**src/rtl/pc_trap_unit.sv**
```systemverilog
// Program-counter sequencer: next-PC selection, memory-stall hold, bus-timeout
// trap and external interrupt entry/return with a saved return PC.
module pc_trap_unit #(
  parameter int unsigned NBITS        = 8,
  parameter int unsigned PC_STEP      = 4,
  parameter int unsigned RESET_VECTOR = 0,
  parameter int unsigned TRAP_VECTOR  = 'h80,
  parameter int unsigned BUSY_TIMEOUT = 15
) (
  input  logic             clock,
  input  logic             reset,
  input  logic             Branch,
  input  logic             ju,
  input  logic             jr,
  input  logic             ret,
  input  logic [2:0]       funct3,
  input  logic [NBITS-1:0] IMM,
  input  logic [NBITS-1:0] PCReg,
  input  logic             Zero,
  input  logic             Neg,
  input  logic             Carry,
  input  logic             busy,
  input  logic             interrupt,
  output logic [NBITS-1:0] pc,
  output logic [NBITS-1:0] pc_next,
  output logic [NBITS-1:0] pclink,
  output logic             link,
  output logic             PCSrc,
  output logic             stall,
  output logic             abort,
  output logic [NBITS-1:0] sepc,
  output logic             in_trap,
  output logic [1:0]       cause
);

  localparam int unsigned CW = (BUSY_TIMEOUT < 2) ? 1 : $clog2(BUSY_TIMEOUT + 1);
  localparam logic [NBITS-1:0] RST_PC   = NBITS'(RESET_VECTOR);
  localparam logic [NBITS-1:0] TRAP_PC  = NBITS'(TRAP_VECTOR);
  localparam logic [NBITS-1:0] STEP     = NBITS'(PC_STEP);
  localparam logic [CW-1:0]    CNT_LAST = CW'(BUSY_TIMEOUT - 1);

  localparam logic [1:0] CAUSE_NONE = 2'd0;
  localparam logic [1:0] CAUSE_IRQ  = 2'd1;
  localparam logic [1:0] CAUSE_BUS  = 2'd2;

  typedef enum logic {RUN = 1'b0, STALL = 1'b1} state_e;

  state_e           state_q, state_d;
  logic [NBITS-1:0] pc_q;
  logic [NBITS-1:0] sepc_q, sepc_d;
  logic             in_trap_q, in_trap_d;
  logic [1:0]       cause_q, cause_d;
  logic             pending_q, pending_d;
  logic [CW-1:0]    cnt_q, cnt_d;

  logic             taken;
  logic [NBITS-1:0] rel_tgt, jr_sum, ppc;
  logic             nonseq;
  logic [CW-1:0]    cnt_cur;
  logic             timeout, irq_take;

  // Branch condition from the ALU flags of rs1-rs2
  always_comb begin
    taken = 1'b0;
    unique case (funct3)
      3'b000:  taken = Zero;
      3'b001:  taken = ~Zero;
      3'b100:  taken = Neg;
      3'b101:  taken = ~Neg;
      3'b110:  taken = Carry;
      3'b111:  taken = ~Carry;
      default: taken = 1'b0;
    endcase
  end

  // Request-priority target selection
  always_comb begin
    rel_tgt = pc_q + IMM;
    jr_sum  = PCReg + IMM;
    ppc     = pc_q + STEP;
    nonseq  = 1'b1;
    if (ret)                 ppc = sepc_q;
    else if (jr)             ppc = {jr_sum[NBITS-1:1], 1'b0};
    else if (ju)             ppc = rel_tgt;
    else if (Branch && taken) ppc = rel_tgt;
    else                     nonseq = 1'b0;
  end

  // The busy-cycle count is only meaningful while already stalled
  assign cnt_cur  = (state_q == STALL) ? cnt_q : '0;
  assign timeout  = busy && (cnt_cur == CNT_LAST);
  assign irq_take = !busy && !in_trap_q && (pending_q || interrupt);

  // Next-state and combinational outputs
  always_comb begin
    state_d   = RUN;
    cnt_d     = '0;
    sepc_d    = sepc_q;
    in_trap_d = in_trap_q;
    cause_d   = cause_q;
    pending_d = pending_q | interrupt;
    pc_next   = ppc;
    link      = ju | jr;
    PCSrc     = nonseq;
    stall     = 1'b0;
    abort     = 1'b0;

    if (timeout) begin
      pc_next   = TRAP_PC;
      link      = 1'b0;
      PCSrc     = 1'b0;
      abort     = 1'b1;
      sepc_d    = pc_q;
      in_trap_d = 1'b1;
      cause_d   = CAUSE_BUS;
    end else if (busy) begin
      state_d = STALL;
      cnt_d   = cnt_cur + CW'(1);
      pc_next = pc_q;
      link    = 1'b0;
      PCSrc   = 1'b0;
      stall   = 1'b1;
    end else if (irq_take) begin
      pc_next   = TRAP_PC;
      sepc_d    = ppc;
      in_trap_d = 1'b1;
      cause_d   = CAUSE_IRQ;
      pending_d = 1'b0;
    end else if (ret) begin
      in_trap_d = 1'b0;
      cause_d   = CAUSE_NONE;
    end

    if (!reset) begin
      pc_next = RST_PC;
      link    = 1'b0;
      PCSrc   = 1'b0;
      abort   = 1'b0;
    end
  end

  always_ff @(posedge clock or negedge reset) begin
    if (!reset) begin
      state_q   <= RUN;
      pc_q      <= RST_PC;
      sepc_q    <= '0;
      in_trap_q <= 1'b0;
      cause_q   <= CAUSE_NONE;
      pending_q <= 1'b0;
      cnt_q     <= '0;
    end else begin
      state_q   <= state_d;
      pc_q      <= pc_next;
      sepc_q    <= sepc_d;
      in_trap_q <= in_trap_d;
      cause_q   <= cause_d;
      pending_q <= pending_d;
      cnt_q     <= cnt_d;
    end
  end

  assign pc      = pc_q;
  assign pclink  = pc_q + STEP;
  assign sepc    = sepc_q;
  assign in_trap = in_trap_q;
  assign cause   = cause_q;

endmodule

```
**config.mk**
```make
export PLATFORM = sky130hd
export DESIGN_NAME = pc_trap_unit
export DESIGN_NICKNAME = d
export VERILOG_FILES = /design/src/rtl/pc_trap_unit.sv
export SDC_FILE = /design/constraint.sdc
export NUM_CORES = 1
export LEC_CHECK = 0
export CORE_UTILIZATION = 46
export CTS_CLUSTER_DIAMETER = 60
export DETAILED_ROUTE_END_ITERATION = 12
export PLACE_DENSITY = 0.8
export SYNTH_ARGS = -nofsm -noshare
export SYNTH_HDL_FRONTEND = slang
export SYNTH_SLANG_ARGS = --single-unit
export TNS_END_PERCENT = 20
```
**constraint.sdc**
```tcl
create_clock -name clock -period 3.6 [get_ports clock]
set_clock_uncertainty 0.2 [all_clocks]
set_input_delay 0.54 -clock clock [delete_from_list [all_inputs] [get_ports clock]]
set_output_delay 0.54 -clock clock [all_outputs]
set_load 0.01 [all_outputs]
```
==> impl_metrics.py <==
metrics = {
    "status": {
        "status": "complete, no violations",
    },
    "worst_setup_path": {
        "cp_max_fo": 4,
        "crit_required_ns": 2.86,
        "cp_slowest_stage_delay_ns": 0.47,
        "rr_startpoint": "pc[0]$_DFF_PN0_",
        "path_cells": "clkdlybuf4s50_1 -> ha_1 -> a211o_1 -> a211oi_2 -> o21bai_1 -> a221oi_2 -> a21bo_1 -> o31a_1 -> clkbuf_2",
        "critPathCaptureType": "output port",
        "setup.worst_path.start_class": "input pin",
        "rr_endpoint": "sepc[6]$_DFFE_PN0P_",
        "path_buf_inv": 2,
        "cp_num_cells": 9,
        "r2r_cells": 8,
        "worst-setup-path-type": "in -> out",
        "r2r_slack_ns": 1.08,
        "path_delay_family": "compound AO/OA/AOI/OAI gates",
        "critical_path.slowest_cell": "clkdlybuf4s50_1",
        "cp.arrival_ns": 2.85,
    },
    "synthesis": {
        "synth_edf_count": 0,
        "ys_seq_area_frac": 0.301,
        "synthFlopType": "dfrtp_1",
        "synth_cell_types": 53,
        "syn_nets": 279,
        "syn_area_um2": 2080,
        "avgSynthCellArea_um2": 9.01,
        "syn_inst": 231,
        "yosys.area.top_type_share": 0.301,
        "yosysTopAreaCell": "dfrtp_1",
        "ys_seq_elements": 25,
        "synthTopCellsByArea": "dfrtp_1 30%, ha_1 9.6%, xor2_1 5.5%",
        "async_flop_share": 1.00,
        "ys_warn_count": 0,
    },
    "cts": {
        "cts_tree": "done",
        "clock_path_buffers": 2,
        "clock-sinks": 25,
        "insertion_delay_ns": 0.28,
        "cts_buffers": 3,
        "clkTransAtPathRegs_ns": 0.09,
        "cts_root_buf": "clkbuf_8",
        "htree_levels": 1,
    },
    "place": {
        "placedCellCount": 388,
        "port_buffers": 68,
        "dpl.hpwl_um": 5000,
        "placed_area_um2": 3120,
        "gp_routability_congestion": 0.931,
    },
    "sta": {
        "rsz0062_at_grt": "yes",
        "finalSetupTns_ns": 0,
        "worstMarginPinSlew_ns": 0.545,
        "setup_viol": 0,
        "period_share": 0.997,
        "finalHoldViolations": 0,
        "worst_slew_margin_rel": 0.635,
        "report.final.slew_viol_count": 0,
        "fmax_ghz": 0.278,
        "period_needed_ns": 3.59,
        "fin_hold_ws_ns": 0.351,
    },
    "floorplan": {
        "core_um2": 4350,
        "ioPinCount": 69,
        "fp.dieH_um": 69.3,
        "initial_core_util": 0.478,
        "dieArea_um2": 4800,
        "die_w_um": 69.3,
        "num_rows": 24,
    },
    "drt": {
        "routed_wl_um": 6700,
        "via_count": 2373,
        "routed_via_density": 6.02,
        "post_drt_wl_per_cell_um": 17.0,
        "drc": 0,
        "ant_nets": 0,
        "drt_iter0_drc": 263,
        "drtPass1Iterations": 4,
    },
    "power_and_ir_drop": {
        "design_power_total_w": 0.00134,
        "power.leakage_nw": 1.58,
        "ir_drop_mv": 0.327,
        "p_per_area_nw_per_um2": 411,
    },
    "grt": {
        "grt-ovfl-total": 0,
        "met3_usage": 0.0465,
        "met1_usage": 0.360,
        "antenna_found_initial": 0,
        "grt_pass1_vias": 2312,
        "grt_first_pass_wirelength_um": 10900,
        "grtUsageMet2": 0.483,
        "top_usage_layer": "met2",
        "grt_max_degree": 21,
        "track_usage": 0.278,
    },
    "min_path": {
        "hold_path.class": "reg -> reg",
        "hold_depth": 1,
        "min_to": "sepc[0]$_DFFE_PN0P_",
        "worstHoldStart": "sepc[0]$_DFFE_PN0P_",
    },
    "job": {
        "drv_cap": 0,
    },
    "cells_and_area": {
        "final_cell_area_um2": 3260,
        "final_layout_size_suffix_gt1_frac": 0.231,
        "diodes": 0,
        "syn_to_final_growth_pct": 56.6,
        "fill_cells": 331,
        "nNetsFinal": 391,
        "stdcell_count": 394,
    },
}
==> repair_timing <==
action / 4_1_cts / 5_1_grt
setup buffers: 1 / 1
pin swaps: 5 / 8
hold buffers: 0 / 0
endpoints found under the setup margin: 8 / 6
resized for setup: 27 / 15
==> placed cells by master (no fill, tap or decap), types with 7 or more instances in the layout <==
master	instances
nor2_1	25
o21ai_0	16
dfrtp_1	25
nand2_1	13
clkdlybuf4s50_1	56
inv_1	7
a21oi_1	7
xor2_1	13
buf_4	48
ha_1	14
==> how the worst max path moves through the flow <==
stage	slack, ns	start	end
5_1_grt	-0.09	IMM[3]	pc_next[7]
6_report	0.009	IMM[3]	pc_next[7]
3_5_place_dp	-0.62	IMM[0]	pc_next[6]
4_1_cts	-0.12	IMM[5]	pc_next[7]
3_3_place_gp	-0.61	IMM[0]	pc_next[6]
2_1_floorplan	0.46	IMM[0]	pc_next[6]
==> cell usage after synthesis, types with 2 or more instances <==
cell type	n
o31ai_1	5
a22oi_1	4
a31oi_1	2
nand3_1	3
and2_1	3
o21a_1	3
a21o_1	4
a21o_2	2
a32o_1	2
nor2_1	25
buf_4	2
o21bai_1	2
xor2_1	13
dfrtp_1	25
a22o_1	4
nand2b_1	4
a41oi_1	2
o21ai_0	22
ha_1	16
a31o_2	2
and3_2	2
a211o_1	3
inv_1	7
a211oi_1	2
o211ai_1	3
a21oi_1	7
nand4_1	2
nand2_1	14
clkbuf_1	6
and3_1	5
fa_1	2
mux2_2	2
xnor2_1	4
mux2i_1	5
a2111oi_0	2
a32oi_1	3
==> flip-flops by register name (all words and copies together), names as in the netlist <==
| register | flops |
|---|---|
| pc | 8 |
| pending_q | 1 |
| state_q | 1 |
| cause | 2 |
| in_trap | 1 |
| sepc | 8 |
| cnt_q | 4 |
==> kinds of logic (layout without fill, tap and decap cells) <==
group | count (synthesis) | in the layout | share of synthesized area
multiplexers | 7 | 7 | 0.0349
flip-flops | 25 | 25 | 0.301
AND/OR/NAND/NOR | 66 | 66 | 0.158
buffers and inverters | 16 | 127 | 0.0361
AO/OA/AOI/OAI | 82 | 82 | 0.284
XOR/XNOR | 17 | 17 | 0.0716
adder cells (fa/ha/maj) | 18 | 18 | 0.115
==> where the power goes <==
group          switching [W]  internal (W)
clock              0.0000980     0.0000813
sequential         0.0000626      0.000347
combinational       0.000345      0.000405
total               0.000506      0.000833
==> worst reg2reg max path, stage by stage (launching register included) <==
cell and delay, ns:
dfrtp_1 0.42, ha_2 0.21, fa_1 0.39, a211o_1 0.35
a2111oi_4 0.38, a41oi_1 0.07, a21boi_1 0.20, o21ai_2 0.09
o21ai_0 0.15
==> metrics by stage <==
| stage | utilization | worst slack [ns] |
|---|---|---|
| final | 0.748 | 0.00931 |
| after global routing | 0.748 | -0.0868 |
| after CTS | 0.736 | -0.120 |
| after detailed placement | 0.717 | -0.625 |
| after global placement | 0.717 | -0.607 |
| after floorplan | - | 0.458 |
==> per-layer routing <==
| layer | wire length (µm) | vias up |
|---|---|---|
| li1 | - | 1089 |
| met1 | 2700 | 1126 |
| met2 | 3310 | 139 |
| met3 | 530 | 19 |
| met4 | 163 | 0 |
| met5 | 0 | - |
==> area by class of cell <==
type | count | area [µm²] | share of cell area
tap | 52 | 65.1 | 0.0200
multi-input combinational | 190 | 1460 | 0.449
clock inverter | 1 | 8.76 | 0.00269
sequential | 25 | 626 | 0.192
clock buffer | 3 | 41.3 | 0.0127
timing repair buffer | 116 | 1030 | 0.316
inverter | 7 | 26.3 | 0.00806
No activity file was read; power rests on OpenSTA's default activity.
